==> config.mk <==
export PLATFORM = sky130hd
export DESIGN_NAME = pic_nest_ctrl
export DESIGN_NICKNAME = d
export VERILOG_FILES = /design/src/rtl/pic_nest_ctrl.sv
export SDC_FILE = /design/constraint.sdc
export NUM_CORES = 1
export LEC_CHECK = 0
export CORE_UTILIZATION = 56
export DETAILED_ROUTE_END_ITERATION = 6
export PLACE_DENSITY = 0.74
export SLEW_MARGIN = 25
export SYNTH_ARGS = -nofsm -noshare
export SYNTH_HDL_FRONTEND = slang
export SYNTH_SLANG_ARGS = --single-unit
==> constraint.sdc <==
create_clock -name clk -period 9.47 [get_ports clk]
set_clock_uncertainty 0.2 [all_clocks]
set_input_delay 1.4205 -clock clk [delete_from_list [all_inputs] [get_ports clk]]
set_output_delay 1.4205 -clock clk [all_outputs]
set_load 0.05 [all_outputs]
==> src/rtl/pic_nest_ctrl.sv <==
// ---------------------------------------------------------------------------
// pic_nest_ctrl
// Nesting controller for a priority interrupt controller. A resolver upstream
// reports the highest-priority unmasked request (req_i / irq_no_i). This block
// raises int_o toward the CPU when that request outranks the line currently in
// service, and on inta_i it hands out the vector and pushes the line onto an
// in-service stack. eoi_i pops the stack.
//
// Optional feature macro: PIC_AUTO_EOI_EN
//   When defined, acknowledges do not push, nothing is ever in service, and
//   eoi_i is ignored. The controller then only moves between IDLE and REQ.
//
// Parameters:
//   SPUR_VEC     vector returned on a spurious acknowledge
// Ports:
//   clk          clock, rising edge
//   rst_n        asynchronous active-low reset
//   req_i        at least one unmasked request line active
//   irq_no_i     highest-priority active line (0 = highest, 7 = lowest)
//   inta_i       CPU interrupt acknowledge (one-cycle pulse)
//   eoi_i        CPU end of interrupt (one-cycle pulse)
//   int_o        interrupt request to CPU (registered)
//   vec_o        acknowledged line number, valid with vec_valid_o
//   vec_valid_o  one-cycle pulse, the cycle after inta_i
//   isr_o        in-service mask, bit n = line n in service
//   pri_o        service level of the stack top (7 - irq_no), 0 when idle
//   busy_o       at least one line in service
//   spur_o       one-cycle pulse on a spurious acknowledge
//   err_o        one-cycle pulse on EOI with an empty stack
// ---------------------------------------------------------------------------
module pic_nest_ctrl #(
    parameter logic [2:0] SPUR_VEC = 3'd7
) (
    input  logic       clk,
    input  logic       rst_n,
    input  logic       req_i,
    input  logic [2:0] irq_no_i,
    input  logic       inta_i,
    input  logic       eoi_i,
    output logic       int_o,
    output logic [2:0] vec_o,
    output logic       vec_valid_o,
    output logic [7:0] isr_o,
    output logic [2:0] pri_o,
    output logic       busy_o,
    output logic       spur_o,
    output logic       err_o
);

`ifdef PIC_AUTO_EOI_EN
    localparam logic AUTO_EOI = 1'b1;
`else
    localparam logic AUTO_EOI = 1'b0;
`endif

    typedef enum logic [1:0] {
        ST_IDLE = 2'd0,
        ST_REQ  = 2'd1,
        ST_SVC  = 2'd2
    } state_t;

    state_t     state_r;
    state_t     state_nxt_s;

    logic [2:0] stack_r     [8];
    logic [2:0] stack_nxt_s [8];
    logic [3:0] depth_r;
    logic [3:0] depth_nxt_s;

    logic       int_r;
    logic [2:0] vec_r;
    logic       vec_valid_r;
    logic [7:0] isr_r;
    logic [2:0] pri_r;
    logic       busy_r;
    logic       spur_r;
    logic       err_r;

    logic       int_nxt_s;
    logic [2:0] vec_nxt_s;
    logic       vec_valid_nxt_s;
    logic [7:0] isr_nxt_s;
    logic [2:0] pri_nxt_s;
    logic       busy_nxt_s;
    logic       spur_nxt_s;
    logic       err_nxt_s;

    logic [2:0] level_s;
    logic       qualify_s;
    logic       ack_s;
    logic       push_s;
    logic       pop_s;
    logic [2:0] top_idx_s;
    logic [2:0] new_top_idx_s;

    // Request qualification and acknowledge/EOI decode against current state.
    always_comb begin
        level_s   = 3'd7 - irq_no_i;
        qualify_s = req_i && (!busy_r || (level_s > pri_r));
        ack_s     = inta_i && int_r;
        push_s    = ack_s && !AUTO_EOI;
        pop_s     = eoi_i && busy_r && !AUTO_EOI;
        // Wraps to 7 for depth 8 and is unused for depth 0.
        top_idx_s = depth_r[2:0] - 3'd1;
    end

    // In-service stack update; push+pop in one cycle replaces the top entry.
    always_comb begin
        stack_nxt_s = stack_r;
        depth_nxt_s = depth_r;
        isr_nxt_s   = isr_r;
        if (push_s && pop_s) begin
            stack_nxt_s[top_idx_s] = irq_no_i;
            isr_nxt_s = (isr_r & ~(8'd1 << stack_r[top_idx_s])) | (8'd1 << irq_no_i);
        end else if (push_s) begin
            if (depth_r < 4'd8) begin
                stack_nxt_s[depth_r[2:0]] = irq_no_i;
                depth_nxt_s = depth_r + 4'd1;
                isr_nxt_s   = isr_r | (8'd1 << irq_no_i);
            end else begin
                depth_nxt_s = depth_r;
            end
        end else if (pop_s) begin
            depth_nxt_s = depth_r - 4'd1;
            isr_nxt_s   = isr_r & ~(8'd1 << stack_r[top_idx_s]);
        end else begin
            depth_nxt_s = depth_r;
        end
    end

    // Service level and busy flag follow the post-update stack top.
    always_comb begin
        new_top_idx_s = depth_nxt_s[2:0] - 3'd1;
        busy_nxt_s    = (depth_nxt_s != 4'd0);
        if (busy_nxt_s) begin
            pri_nxt_s = 3'd7 - stack_nxt_s[new_top_idx_s];
        end else begin
            pri_nxt_s = 3'd0;
        end
    end

    // FSM next-state: raise on qualification, settle to SVC/IDLE by stack depth.
    always_comb begin
        state_nxt_s = state_r;
        case (state_r)
            ST_IDLE: begin
                if (qualify_s) begin
                    state_nxt_s = ST_REQ;
                end else begin
                    state_nxt_s = ST_IDLE;
                end
            end
            ST_REQ: begin
                if (ack_s) begin
                    state_nxt_s = busy_nxt_s ? ST_SVC : ST_IDLE;
                end else if (qualify_s) begin
                    state_nxt_s = ST_REQ;
                end else begin
                    state_nxt_s = busy_nxt_s ? ST_SVC : ST_IDLE;
                end
            end
            ST_SVC: begin
                if (qualify_s) begin
                    state_nxt_s = ST_REQ;
                end else begin
                    state_nxt_s = busy_nxt_s ? ST_SVC : ST_IDLE;
                end
            end
            default: begin
                state_nxt_s = ST_IDLE;
            end
        endcase
    end

    // FSM outputs: int request level plus acknowledge/error pulses.
    always_comb begin
        int_nxt_s       = (state_nxt_s == ST_REQ);
        vec_valid_nxt_s = inta_i;
        spur_nxt_s      = inta_i && !int_r;
        err_nxt_s       = eoi_i && !busy_r && !AUTO_EOI;
        if (ack_s) begin
            vec_nxt_s = irq_no_i;
        end else if (inta_i) begin
            vec_nxt_s = SPUR_VEC;
        end else begin
            vec_nxt_s = vec_r;
        end
    end

    // FSM state register.
    always_ff @(posedge clk or negedge rst_n) begin
        if (!rst_n) begin
            state_r <= ST_IDLE;
        end else begin
            state_r <= state_nxt_s;
        end
    end

    // Stack storage and depth counter.
    always_ff @(posedge clk or negedge rst_n) begin
        if (!rst_n) begin
            depth_r <= 4'd0;
            for (int i = 0; i < 8; i++) begin
                stack_r[i] <= 3'd0;
            end
        end else begin
            depth_r <= depth_nxt_s;
            stack_r <= stack_nxt_s;
        end
    end

    // Registered outputs.
    always_ff @(posedge clk or negedge rst_n) begin
        if (!rst_n) begin
            int_r       <= 1'b0;
            vec_r       <= 3'd0;
            vec_valid_r <= 1'b0;
            isr_r       <= 8'd0;
            pri_r       <= 3'd0;
            busy_r      <= 1'b0;
            spur_r      <= 1'b0;
            err_r       <= 1'b0;
        end else begin
            int_r       <= int_nxt_s;
            vec_r       <= vec_nxt_s;
            vec_valid_r <= vec_valid_nxt_s;
            isr_r       <= isr_nxt_s;
            pri_r       <= pri_nxt_s;
            busy_r      <= busy_nxt_s;
            spur_r      <= spur_nxt_s;
            err_r       <= err_nxt_s;
        end
    end

    assign int_o       = int_r;
    assign vec_o       = vec_r;
    assign vec_valid_o = vec_valid_r;
    assign isr_o       = isr_r;
    assign pri_o       = pri_r;
    assign busy_o      = busy_r;
    assign spur_o      = spur_r;
    assign err_o       = err_r;

endmodule

==> results of run 1 <==
==> flip-flops by register name (all words and copies together) (netlist names) <==
register,flops
state_r,2
vec_o,3
spur_o,1
isr_o,8
vec_valid_o,1
int_o,1
busy_o,1
err_o,1
pri_o,3
stack_r,24
depth_r,4
==> cells in the mapped netlist (all sizes together), types with 4 or more instances <==
library cell	n	area, µm²
and4	5	43.79
a21oi	8	40.04
inv	16	60.06
o211ai	8	60.06
nor3	10	50.05
o21ai	31	155.2
ha	6	75.07
o32ai	6	71.32
xnor2	4	42.55
dfrtp	49	1226
nand2	28	105.1
clkbuf	9	33.78
buf	13	67.56
a31oi	5	37.53
nor2b	6	37.54
nor2	19	71.32
mux2i	7	70.07
nand3	5	25.02
mux4	5	116.4
nand4	10	77.57
nor4	5	31.28
and2	4	25.02
o31ai	9	67.56
mux2	7	78.82
==> kinds of logic (layout without fill, tap and decap cells) <==
| logic type | count (synthesis) | after routing | synth area share, % |
|---|---|---|---|
| AO/OA/AOI/OAI | 96 | 96 | 22.09 |
| XOR/XNOR | 5 | 5 | 1.892 |
| adder cells (fa/ha/maj) | 6 | 6 | 2.414 |
| buffers and inverters | 39 | 53 | 5.312 |
| flip-flops | 49 | 49 | 39.44 |
| multiplexers | 19 | 19 | 8.531 |
| AND/OR/NAND/NOR | 113 | 113 | 20.32 |
==> critical path: stages <==
cell             delay (ps)
clkdlybuf4s50_1         800
and2_1                  350
mux2i_1                 130
xnor2_1                 130
buf_4                   190
ha_1                    260
xnor2_1                 150
and3_1                  240
or3_1                   340
a2111oi_0               390
nor4_1                   90
==> power by group <==
group | switching [mW] | internal, mW | total (mW)
sequential | 0.0824 | 0.292 | 0.375
clock | 0.0727 | 0.0511 | 0.124
combinational | 0.513 | 0.320 | 0.833
==> through the flow <==
stage | hold slack, ps | cells | worst slack (ps)
3_5_place_dp | 296.8 | 403 | 4658
5_1_grt | 367.9 | 411 | 4658
6_report | 316.3 | 411 | 4937
4_1_cts | 317.2 | 411 | 4982
2_1_floorplan | 258.7 | 327 | 5532
3_3_place_gp | 294.1 | 403 | 4743
==> worst max path at each step <==
stage / startpoint / end / slack (ps)
CTS: inta_i / pri_o[0] / 4980
finish: inta_i / pri_o[0] / 4940
global route: inta_i / pri_o[0] / 4660
floorplan: eoi_i / pri_o[0] / 5530
detailed placement: inta_i / pri_o[2] / 4660
global placement: inta_i / pri_o[0] / 4740
==> layer usage <==
| metal | routed length [µm] | up-vias | part of all wire [%] | GRT usage (%) |
|---|---|---|---|---|
| met4 | 206 | 0 | 2.5 | 13.65 |
| met1 | 3527 | 1307 | 42 | 42.95 |
| met5 | 0 | - | 0 | 0 |
| met3 | 908 | 22 | 11 | 5.509 |
| li1 | - | 1270 | - | - |
| met2 | 3677 | 180 | 44 | 43.60 |
==> area by class of cell <==
type	instances	area (µm²)	area share (%)
flip-flops and latches	49	1226	35.49
well taps	70	87.58	2.535
clock buffers	5	68.82	1.992
clock inverters	3	17.52	0.5071
multi-input cells	239	1718	49.73
inverters	17	63.81	1.847
repair buffers	28	272.8	7.896
==> impl_results.html, run 1 <==
<table>
<tr><th>Metric</th><th>Value</th></tr>
<tr><th colspan="2">Status</th></tr>
<tr><td>Run status</td><td>finished clean</td></tr>
<tr><th colspan="2">Final layout</th></tr>
<tr><td>Highest-count cells in the layout ignoring fill and taps</td><td>dfrtp_1 (49), o21ai_0 (31), nand2_1 (28), clkdlybuf4s50_1 (25), nor2_1 (19)</td></tr>
<tr><td>Commonest non-fill, non-tap cell in the layout</td><td>dfrtp_1</td></tr>
<tr><td>Layout cell share with drive strength beyond 1</td><td>9.091%</td></tr>
<tr><td>Final design utilization</td><td>65.96%</td></tr>
<tr><td>Net count reported at finish</td><td>354</td></tr>
<tr><td>Area growth syn-to-layout</td><td>11.11%</td></tr>
<tr><td>Count of filler cells inserted in the layout</td><td>442</td></tr>
<tr><td>Summed area of non-filler cells in the final layout</td><td>0.003455 mm²</td></tr>
<tr><td>Antenna diode instance count</td><td>0</td></tr>
<tr><th colspan="2">Clocking</th></tr>
<tr><td>Number of buffers added to fix hold violations after cts</td><td>0</td></tr>
<tr><td>H-tree depth reported by CTS</td><td>2</td></tr>
<tr><td>TritonCTS Buffers</td><td>5</td></tr>
<tr><td>Total number of clock tree sinks</td><td>49</td></tr>
<tr><td>Clock latency at the later pin of the worst-skew pair</td><td>310 ps</td></tr>
<tr><td>CTS tree</td><td>done</td></tr>
<tr><td>Maximum clock insertion buffer count</td><td>2</td></tr>
<tr><td>Clock transition time at the flip-flop clock pins of the worst setup and hold paths</td><td>90 ps</td></tr>
<tr><td>Clock Root Buffer</td><td>clkbuf_8</td></tr>
<tr><td>Count of instances resized after the clock tree is built</td><td>0</td></tr>
<tr><td>Number of buffers inserted to repair setup after CTS</td><td>0</td></tr>
<tr><th colspan="2">Routing</th></tr>
<tr><td>Drt first pass iters</td><td>6</td></tr>
<tr><td>Residual DRC count</td><td>0</td></tr>
<tr><td>Antenna viol nets, final</td><td>0</td></tr>
<tr><td>DRT Wirelength</td><td>8319 µm</td></tr>
<tr><td>Number of vias per cell after detailed routing</td><td>6.762</td></tr>
<tr><td>Average wire length per cell after detail routing</td><td>20.24 µm</td></tr>
<tr><td>Number of DRC markers after the initial detailed-route iteration</td><td>285</td></tr>
<tr><td>Total via count after detailed routing</td><td>2779</td></tr>
<tr><th colspan="2">Logic synthesis</th></tr>
<tr><td>Distinct cell type count of the synthesized netlist</td><td>65</td></tr>
<tr><td>Ys async rst share</td><td>100.0%</td></tr>
<tr><td>Number of warnings printed during yosys synthesis</td><td>0</td></tr>
<tr><td>Synth Instances</td><td>327</td></tr>
<tr><td>Netlist area before placement</td><td>0.003109 mm²</td></tr>
<tr><td>Mean area per synthesized cell</td><td>9.508 µm²</td></tr>
<tr><td>Main flop type after synthesis</td><td>dfrtp_1</td></tr>
<tr><td>Sequential-to-total area share from yosys stat</td><td>39.44%</td></tr>
<tr><td>Post-Syn Nets</td><td>341</td></tr>
<tr><td>EDFF count, synth</td><td>0</td></tr>
<tr><td>Synthesis-stage register bit count</td><td>49</td></tr>
<tr><th colspan="2">Timing</th></tr>
<tr><td>Actual transition at the worst max-transition pin</td><td>866.1 ps</td></tr>
<tr><td>Summed negative setup slack over all endpoints</td><td>0 ps</td></tr>
<tr><td>Worst slew margin relative to its limit</td><td>41.73%</td></tr>
<tr><td>Final count of hold timing violations</td><td>0</td></tr>
<tr><td>Final count of negative-setup-slack endpoints</td><td>0</td></tr>
<tr><td>Crit share post-route</td><td>47.86%</td></tr>
<tr><td>RSZ-0062 raised after global routing</td><td>no</td></tr>
<tr><td>Maximum clock frequency</td><td>0.2206 GHz</td></tr>
<tr><td>Min Clock Period, post-route</td><td>4533 ps</td></tr>
<tr><td>Slew Limit Fails</td><td>0</td></tr>
<tr><th colspan="2">Worst setup path</th></tr>
<tr><td>Launching element type of the critical path</td><td>primary input</td></tr>
<tr><td>FF-to-FF End</td><td>pri_o[0]</td></tr>
<tr><td>Internal reg-to-reg setup slack</td><td>5460 ps</td></tr>
<tr><td>Type of the worst setup path</td><td>in -&gt; reg</td></tr>
<tr><td>Worst reg2reg startpoint</td><td>depth_r[0]</td></tr>
<tr><td>Worst-path maximum fanout</td><td>15</td></tr>
<tr><td>Critical Path RT</td><td>9440 ps</td></tr>
<tr><td>Critical path capture point type</td><td>flip-flop</td></tr>
<tr><td>Data arrival, critical path</td><td>4500 ps</td></tr>
<tr><td>R2R cell count</td><td>11</td></tr>
<tr><th colspan="2">GRT</th></tr>
<tr><td>GRT Overall Usage</td><td>29.86%</td></tr>
<tr><td>Vias in the first global route</td><td>2622</td></tr>
<tr><td>Largest net degree at the start of global routing</td><td>50</td></tr>
<tr><td>Total gr overflow</td><td>0</td></tr>
<tr><td>Global-route wire length before repair</td><td>13520 µm</td></tr>
<tr><td>Antenna violations before repair</td><td>0</td></tr>
<tr><th colspan="2">Run</th></tr>
<tr><td>Max-cap violations</td><td>0</td></tr>
<tr><th colspan="2">Hold path</th></tr>
<tr><td>Type of the tightest min-delay check</td><td>reg -&gt; reg</td></tr>
<tr><td>Hold path startpoint</td><td>isr_o[4]</td></tr>
<tr><td>Number of instances on the worst hold path</td><td>2</td></tr>
<tr><td>Destination of the worst hold path</td><td>isr_o[4]</td></tr>
<tr><th colspan="2">Floorplan</th></tr>
<tr><td>Die ar.</td><td>0.005855 mm²</td></tr>
<tr><td>Core area</td><td>0.005238 mm²</td></tr>
<tr><td>Die extent in x</td><td>76.52 µm</td></tr>
<tr><td>Placement row count</td><td>26</td></tr>
<tr><td>I/O pins</td><td>27</td></tr>
<tr><td>Initial core utilization</td><td>59.36%</td></tr>
<tr><td>Vertical die dimension</td><td>76.52 µm</td></tr>
<tr><th colspan="2">Power</th></tr>
<tr><td>Leak</td><td>1.394 nW</td></tr>
<tr><td>Total power density per cell area</td><td>385.5 mW/mm²</td></tr>
<tr><td>Overall power after layout</td><td>1.332 mW</td></tr>
<tr><td>Peak supply drop</td><td>0.2713 mV</td></tr>
<tr><th colspan="2">Placement</th></tr>
<tr><td>Half-perimeter wire length of the detailed placement result</td><td>5831 µm</td></tr>
<tr><td>GPL Wtd Cong</td><td>0.9803</td></tr>
<tr><td>Post-Place Cell Area</td><td>0.003368 mm²</td></tr>
<tr><td>Port Buffers</td><td>26</td></tr>
</table>
No activity file was read; power rests on OpenSTA's default activity.
==> inputs of run 2 (changes only) <==
==> constraint.sdc (replaced) <==
create_clock -name clk -period 4.3 [get_ports clk]
set_clock_uncertainty 0.2 [all_clocks]
set_input_delay 0.645 -clock clk [delete_from_list [all_inputs] [get_ports clk]]
set_output_delay 0.645 -clock clk [all_outputs]
set_load 0.05 [all_outputs]
==> run 2 against run 1 <==
Cell area is 2.3% higher. Largest cell class unchanged. Routed wire length rose by 1.6%. Critical path depth down 1. Utilization increased by 1.5 points.
==> impl_results.html, run 2 (same netlist as run 1, synthesis figures left out) <==
<table>
<tr><th>Metric</th><th>Value</th></tr>
<tr><th colspan="2">Worst setup path</th></tr>
<tr><td>Data arrival, critical path</td><td>3590 ps</td></tr>
<tr><td>Worst-path maximum fanout</td><td>11</td></tr>
<tr><td>Launching element type of the critical path</td><td>primary input</td></tr>
<tr><td>Kind of cell with the highest combined delay on the critical path</td><td>compound AO/OA/AOI/OAI gates</td></tr>
<tr><td>Type of the worst setup path</td><td>in -&gt; reg</td></tr>
<tr><td>Critical Path RT</td><td>4270 ps</td></tr>
<tr><td>Buffers and inverters on the worst path</td><td>1</td></tr>
<tr><td>Library cell contributing the largest single delay on the critical path</td><td>clkdlybuf4s50_1</td></tr>
<tr><td>Delay of the slowest critical-path stage</td><td>580 ps</td></tr>
<tr><td>Critical path launch point</td><td>eoi_i</td></tr>
<tr><td>Critical path capture point type</td><td>flip-flop</td></tr>
<tr><td>Worst reg2reg startpoint</td><td>depth_r[1]</td></tr>
<tr><td>Critical path cell sequence</td><td>clkdlybuf4s50_1 &gt; a21boi_0 &gt; o221ai_1 &gt; o31a_1 &gt; ha_1 &gt; xnor2_1 &gt; and3_1 &gt; or3_1 &gt; a2111oi_0 &gt; nor4_1</td></tr>
<tr><th colspan="2">Power</th></tr>
<tr><td>Total power density per cell area</td><td>865.0 mW/mm²</td></tr>
<tr><td>Reported net switching power</td><td>1.504 mW</td></tr>
<tr><td>Peak supply drop</td><td>0.5293 mV</td></tr>
<tr><td>Logic pwr share</td><td>61.5%</td></tr>
<tr><td>Int Power</td><td>1.552 mW</td></tr>
<tr><td>Leak</td><td>1.437 nW</td></tr>
<tr><td>Clock power share</td><td>11.4%</td></tr>
<tr><td>Overall power after layout</td><td>3.056 mW</td></tr>
<tr><td>Share of power burned in registers</td><td>27.1%</td></tr>
<tr><td>Net Sw Frac</td><td>49.21%</td></tr>
<tr><th colspan="2">Final layout</th></tr>
<tr><td>Summed area of non-filler cells in the final layout</td><td>0.003533 mm²</td></tr>
<tr><td>Net count reported at finish</td><td>360</td></tr>
<tr><td>Layout cell share with drive strength beyond 1</td><td>10.66%</td></tr>
<tr><td>Commonest non-fill, non-tap cell in the layout</td><td>dfrtp_1</td></tr>
<tr><td>Area growth syn-to-layout</td><td>13.64%</td></tr>
<tr><td>Final design utilization</td><td>67.46%</td></tr>
<tr><td>Multi-input logic area</td><td>0.001718 mm²</td></tr>
<tr><td>Register containing the most flip-flops in the final layout</td><td>stack_r</td></tr>
<tr><td>Register Area</td><td>0.001226 mm²</td></tr>
<tr><td>Flip-flop count of the largest register after layout</td><td>24</td></tr>
<tr><td>Antenna diode instance count</td><td>0</td></tr>
<tr><td>Final instance count without filler cells</td><td>417</td></tr>
<tr><td>Highest-count cells in the layout ignoring fill and taps</td><td>dfrtp_1 (49), o21ai_0 (31), nand2_1 (28), clkdlybuf4s50_1 (25), nor2_1 (19)</td></tr>
<tr><td>Count of filler cells inserted in the layout</td><td>411</td></tr>
<tr><th colspan="2">Timing</th></tr>
<tr><td>Slew Limit Fails</td><td>0</td></tr>
<tr><td>Maximum clock frequency</td><td>0.2765 GHz</td></tr>
<tr><td>Min Clock Period, post-route</td><td>3616 ps</td></tr>
<tr><td>Final count of hold timing violations</td><td>0</td></tr>
<tr><td>Final worst setup slack</td><td>683.5 ps</td></tr>
<tr><td>Summed negative setup slack over all endpoints</td><td>0 ps</td></tr>
<tr><td>Actual transition at the worst max-transition pin</td><td>624.9 ps</td></tr>
<tr><td>Final count of negative-setup-slack endpoints</td><td>0</td></tr>
<tr><td>Crit share post-route</td><td>84.10%</td></tr>
<tr><td>RSZ-0062 raised after global routing</td><td>no</td></tr>
<tr><td>Hold Slack</td><td>152.6 ps</td></tr>
<tr><td>Worst slew margin relative to its limit</td><td>58.34%</td></tr>
<tr><th colspan="2">Floorplan</th></tr>
<tr><td>Die ar.</td><td>0.005855 mm²</td></tr>
<tr><td>Placement row count</td><td>26</td></tr>
<tr><td>Core area</td><td>0.005238 mm²</td></tr>
<tr><td>I/O pins</td><td>27</td></tr>
<tr><td>Vertical die dimension</td><td>76.52 µm</td></tr>
<tr><td>Die extent in x</td><td>76.52 µm</td></tr>
<tr><td>Initial core utilization</td><td>59.36%</td></tr>
<tr><th colspan="2">Clocking</th></tr>
<tr><td>TritonCTS Buffers</td><td>5</td></tr>
<tr><td>H-tree depth reported by CTS</td><td>2</td></tr>
<tr><td>Total number of clock tree sinks</td><td>49</td></tr>
<tr><td>Clock transition time at the flip-flop clock pins of the worst setup and hold paths</td><td>90 ps</td></tr>
<tr><td>Clock latency at the later pin of the worst-skew pair</td><td>310 ps</td></tr>
<tr><td>Number of buffers added to fix hold violations after cts</td><td>0</td></tr>
<tr><td>Clock Root Buffer</td><td>clkbuf_8</td></tr>
<tr><td>Count of instances resized after the clock tree is built</td><td>0</td></tr>
<tr><td>Maximum clock insertion buffer count</td><td>2</td></tr>
<tr><td>CTS tree</td><td>done</td></tr>
<tr><td>Number of buffers inserted to repair setup after CTS</td><td>0</td></tr>
<tr><th colspan="2">GRT</th></tr>
<tr><td>Global-route wire length before repair</td><td>13970 µm</td></tr>
<tr><td>Antenna violations before repair</td><td>0</td></tr>
<tr><td>Vias in the first global route</td><td>2714</td></tr>
<tr><td>Largest net degree at the start of global routing</td><td>50</td></tr>
<tr><td>GRT Overall Usage</td><td>30.84%</td></tr>
<tr><td>Total gr overflow</td><td>0</td></tr>
<tr><th colspan="2">Routing</th></tr>
<tr><td>Residual DRC count</td><td>0</td></tr>
<tr><td>Antenna viol nets, final</td><td>0</td></tr>
<tr><td>Number of vias per cell after detailed routing</td><td>6.760</td></tr>
<tr><td>Total via count after detailed routing</td><td>2819</td></tr>
<tr><td>Average wire length per cell after detail routing</td><td>20.27 µm</td></tr>
<tr><td>Number of DRC markers after the initial detailed-route iteration</td><td>384</td></tr>
<tr><td>Drt first pass iters</td><td>5</td></tr>
<tr><td>DRT Wirelength</td><td>8452 µm</td></tr>
<tr><th colspan="2">Status</th></tr>
<tr><td>Run status</td><td>finished clean</td></tr>
<tr><th colspan="2">Placement</th></tr>
<tr><td>Port Buffers</td><td>26</td></tr>
<tr><td>Placed instance count</td><td>409</td></tr>
<tr><td>Post-Place Cell Area</td><td>0.003413 mm²</td></tr>
<tr><td>GPL Wtd Cong</td><td>0.9430</td></tr>
<tr><td>Worst slack at placement</td><td>469.8 ps</td></tr>
<tr><td>Half-perimeter wire length of the detailed placement result</td><td>5901 µm</td></tr>
<tr><th colspan="2">Run</th></tr>
<tr><td>Max-cap violations</td><td>0</td></tr>
<tr><th colspan="2">Hold path</th></tr>
<tr><td>Type of the tightest min-delay check</td><td>in -&gt; async</td></tr>
</table>
-- run 2: path summary, 6_finish.rpt --
check | to | slack [ps] | cells past startpoint
setup / recovery | pri_o[0] | 680 | 10
hold / removal | vec_valid_o | 150 | 1
setup reg to reg | pri_o[0] | 880 | 8
hold reg to reg | vec_o[0] | 330 | 2
max in group asynchronous | stack_r[18] | 3330 | 1
min in group clk | vec_o[0] | 330 | 2
-- run 2: metal layers --
layer / vias up / share of wire [%] / global-route usage [%]
li1: 1279 / - / -
met5: - / 0 / 0
met2: 164 / 44 / 44.77
met1: 1353 / 43 / 43.41
met4: 0 / 3.1 / 13.85
met3: 23 / 9.8 / 7.784
-- run 2: cell type report --
type	instances	share of cell area, %
sequential	49	34.70
clock inverter	2	1.062
tap	70	2.479
multi-input combinational	239	48.62
inverter	17	1.806
timing repair buffer	34	8.994
clock buffer	6	2.337
-- run 2: power groups by stage --
stage                     sequential (mW)  combinational [mW]  clock, mW
final                               0.829                1.88      0.348
after global routing                0.849                2.04      0.369
after CTS                           0.821                1.84      0.354
after detailed placement            0.828                1.83          0
after global placement              0.824                1.80          0
after floorplan                     0.945                1.23          0
==> inputs of run 3 (changes only) <==
==> constraint.sdc (replaced) <==
create_clock -name clk -period 3.4 [get_ports clk]
set_clock_uncertainty 0.2 [all_clocks]
set_input_delay 0.51 -clock clk [delete_from_list [all_inputs] [get_ports clk]]
set_output_delay 0.51 -clock clk [all_outputs]
set_load 0.05 [all_outputs]
==> run 3 against run 2 <==
Via count grew 1.8%. Setup slack got worse by 400 ps. Flip-flop and latch count stayed put. Worst hold slack got worse by 150 ps. Utilization grew 2.0 points. Total power rose by 27%. Routed wire length is essentially flat. Largest power group unchanged.
==> impl_results.html, run 3 (same netlist as run 1, synthesis figures left out) <==
<table>
<tr><th>Metric</th><th>Value</th></tr>
<tr><th colspan="2">Status</th></tr>
<tr><td>Run status</td><td>finished clean</td></tr>
<tr><th colspan="2">Floorplan</th></tr>
<tr><td>Core area</td><td>0.005238 mm²</td></tr>
<tr><td>Vertical die dimension</td><td>76.52 µm</td></tr>
<tr><td>I/O pins</td><td>27</td></tr>
<tr><td>Die ar.</td><td>0.005855 mm²</td></tr>
<tr><td>Die extent in x</td><td>76.52 µm</td></tr>
<tr><td>Initial core utilization</td><td>59.36%</td></tr>
<tr><td>Placement row count</td><td>26</td></tr>
<tr><th colspan="2">Final layout</th></tr>
<tr><td>Flip-flop count of the largest register after layout</td><td>24</td></tr>
<tr><td>Net count reported at finish</td><td>379</td></tr>
<tr><td>Area growth syn-to-layout</td><td>17.02%</td></tr>
<tr><td>Commonest non-fill, non-tap cell in the layout</td><td>dfrtp_1</td></tr>
<tr><td>Register containing the most flip-flops in the final layout</td><td>stack_r</td></tr>
<tr><td>Highest-count cells in the layout ignoring fill and taps</td><td>dfrtp_1 (49), o21ai_0 (31), nand2_1 (28), buf_4 (28), clkdlybuf4s50_1 (25)</td></tr>
<tr><td>Final design utilization</td><td>69.47%</td></tr>
<tr><td>Layout cell share with drive strength beyond 1</td><td>15.30%</td></tr>
<tr><td>Antenna diode instance count</td><td>0</td></tr>
<tr><th colspan="2">Placement</th></tr>
<tr><td>Half-perimeter wire length of the detailed placement result</td><td>6205 µm</td></tr>
<tr><td>Port Buffers</td><td>26</td></tr>
<tr><td>GPL Wtd Cong</td><td>0.9724</td></tr>
<tr><th colspan="2">GRT</th></tr>
<tr><td>Global-route wire length before repair</td><td>14170 µm</td></tr>
<tr><td>Antenna violations before repair</td><td>0</td></tr>
<tr><td>Vias in the first global route</td><td>2750</td></tr>
<tr><td>Total gr overflow</td><td>0</td></tr>
<tr><td>GRT Overall Usage</td><td>31.59%</td></tr>
<tr><td>Largest net degree at the start of global routing</td><td>50</td></tr>
<tr><th colspan="2">Hold path</th></tr>
<tr><td>Type of the tightest min-delay check</td><td>in -&gt; async</td></tr>
<tr><th colspan="2">Clocking</th></tr>
<tr><td>TritonCTS Buffers</td><td>5</td></tr>
<tr><td>H-tree depth reported by CTS</td><td>2</td></tr>
<tr><td>Maximum clock insertion buffer count</td><td>2</td></tr>
<tr><td>CTS tree</td><td>done</td></tr>
<tr><td>Total number of clock tree sinks</td><td>49</td></tr>
<tr><td>Count of instances resized after the clock tree is built</td><td>0</td></tr>
<tr><td>Number of buffers added to fix hold violations after cts</td><td>0</td></tr>
<tr><td>Clock latency at the later pin of the worst-skew pair</td><td>310 ps</td></tr>
<tr><td>Clock transition time at the flip-flop clock pins of the worst setup and hold paths</td><td>90 ps</td></tr>
<tr><td>Number of buffers inserted to repair setup after CTS</td><td>0</td></tr>
<tr><td>Clock Root Buffer</td><td>clkbuf_8</td></tr>
<tr><th colspan="2">Worst setup path</th></tr>
<tr><td>R2R cell count</td><td>10</td></tr>
<tr><td>Critical Path RT</td><td>3370 ps</td></tr>
<tr><td>Data arrival, critical path</td><td>3090 ps</td></tr>
<tr><td>Worst-path maximum fanout</td><td>5</td></tr>
<tr><td>Critical path capture point type</td><td>flip-flop</td></tr>
<tr><td>Type of the worst setup path</td><td>in -&gt; reg</td></tr>
<tr><td>Launching element type of the critical path</td><td>primary input</td></tr>
<tr><th colspan="2">Timing</th></tr>
<tr><td>Maximum clock frequency</td><td>0.3206 GHz</td></tr>
<tr><td>Final count of negative-setup-slack endpoints</td><td>0</td></tr>
<tr><td>Crit share post-route</td><td>91.75%</td></tr>
<tr><td>Summed negative setup slack over all endpoints</td><td>0 ps</td></tr>
<tr><td>Worst slew margin relative to its limit</td><td>59.31%</td></tr>
<tr><td>Actual transition at the worst max-transition pin</td><td>610.3 ps</td></tr>
<tr><td>RSZ-0062 raised after global routing</td><td>no</td></tr>
<tr><td>Slew Limit Fails</td><td>0</td></tr>
<tr><td>Min Clock Period, post-route</td><td>3119 ps</td></tr>
<tr><td>Final count of hold timing violations</td><td>0</td></tr>
<tr><th colspan="2">Power</th></tr>
<tr><td>Leak</td><td>1.514 nW</td></tr>
<tr><td>Peak supply drop</td><td>0.6963 mV</td></tr>
<tr><td>Total power density per cell area</td><td>1065 mW/mm²</td></tr>
<tr><th colspan="2">Routing</th></tr>
<tr><td>DRT Wirelength</td><td>8448 µm</td></tr>
<tr><td>Number of DRC markers after the initial detailed-route iteration</td><td>413</td></tr>
<tr><td>Detailed route wirelength on metal3</td><td>839 µm</td></tr>
<tr><td>Drt first pass iters</td><td>5</td></tr>
<tr><td>Met2 routed wirelength</td><td>3744 µm</td></tr>
<tr><td>Residual DRC count</td><td>0</td></tr>
<tr><td>Total via count after detailed routing</td><td>2869</td></tr>
<tr><td>Average wire length per cell after detail routing</td><td>19.38 µm</td></tr>
<tr><td>Uppermost signal routing layer after detailed routing</td><td>met4</td></tr>
<tr><td>Met1 Wirelength</td><td>3652 µm</td></tr>
<tr><td>Antenna viol nets, final</td><td>0</td></tr>
<tr><td>Number of vias per cell after detailed routing</td><td>6.580</td></tr>
<tr><th colspan="2">Run</th></tr>
<tr><td>Max-cap violations</td><td>0</td></tr>
</table>
## run 3: power breakdown
| part | switching (mW) | internal [mW] | leakage (nW) |
|---|---|---|---|
| logic | 1.51 | 1.01 | 0.854 |
| clock network | 0.190 | 0.143 | 0.0450 |
| registers | 0.210 | 0.815 | 0.615 |
## run 3: worst max-delay path, cell delays in order
cell and delay [ps]:
clkdlybuf4s50_1 500, and2_1 240, nor2_1 70, o221ai_1 200
o31a_1 200, ha_1 220, xnor2_1 90, and3_1 210
or3_1 330, a2111oi_0 410, nor4_1 90
## run 3: layer usage
layer / GRT usage (%) / vias to the layer above
met2: 47.57 / 165
li1: - / 1320
met1: 45.20 / 1362
met4: 10.38 / 0
met3: 6.826 / 22
met5: 0 / -
## run 3: final timing paths
path / slack (ps) / from / endpoint
max in group asynchronous: 2580 / rst_n / stack_r[3]
min in group clk: 310 / isr_o[5] / isr_o[5]
setup / recovery: 280 / eoi_i / pri_o[0]
setup reg to reg: 300 / busy_o / pri_o[0]
hold reg to reg: 310 / isr_o[5] / isr_o[5]
hold / removal: 3 / rst_n / stack_r[15]
## run 3: cell type report
class / count / area (µm²)
multi-input combinational: 239 / 1718
timing repair buffer: 53 / 460.4
fill: 417 / 1599
clock inverter: 2 / 10.01
sequential: 49 / 1226
inverter: 17 / 63.81
tap: 70 / 87.58
clock buffer: 6 / 72.57
## run 3: metrics by stage
step                worst slack [ps]  total power, mW  hold slack [ps]  instance area, µm²  std cells
finish                         280.6            3.875            2.665                3638        436
floorplan                      47.23            2.757            14.41                3115        327
global placement               120.2            3.448            293.3                3553        428
detailed placement            -25.24            3.487            300.1                3556        428
CTS                            285.8            3.834            40.52                3638        436
global route                   2.820            4.128            49.16                3638        436
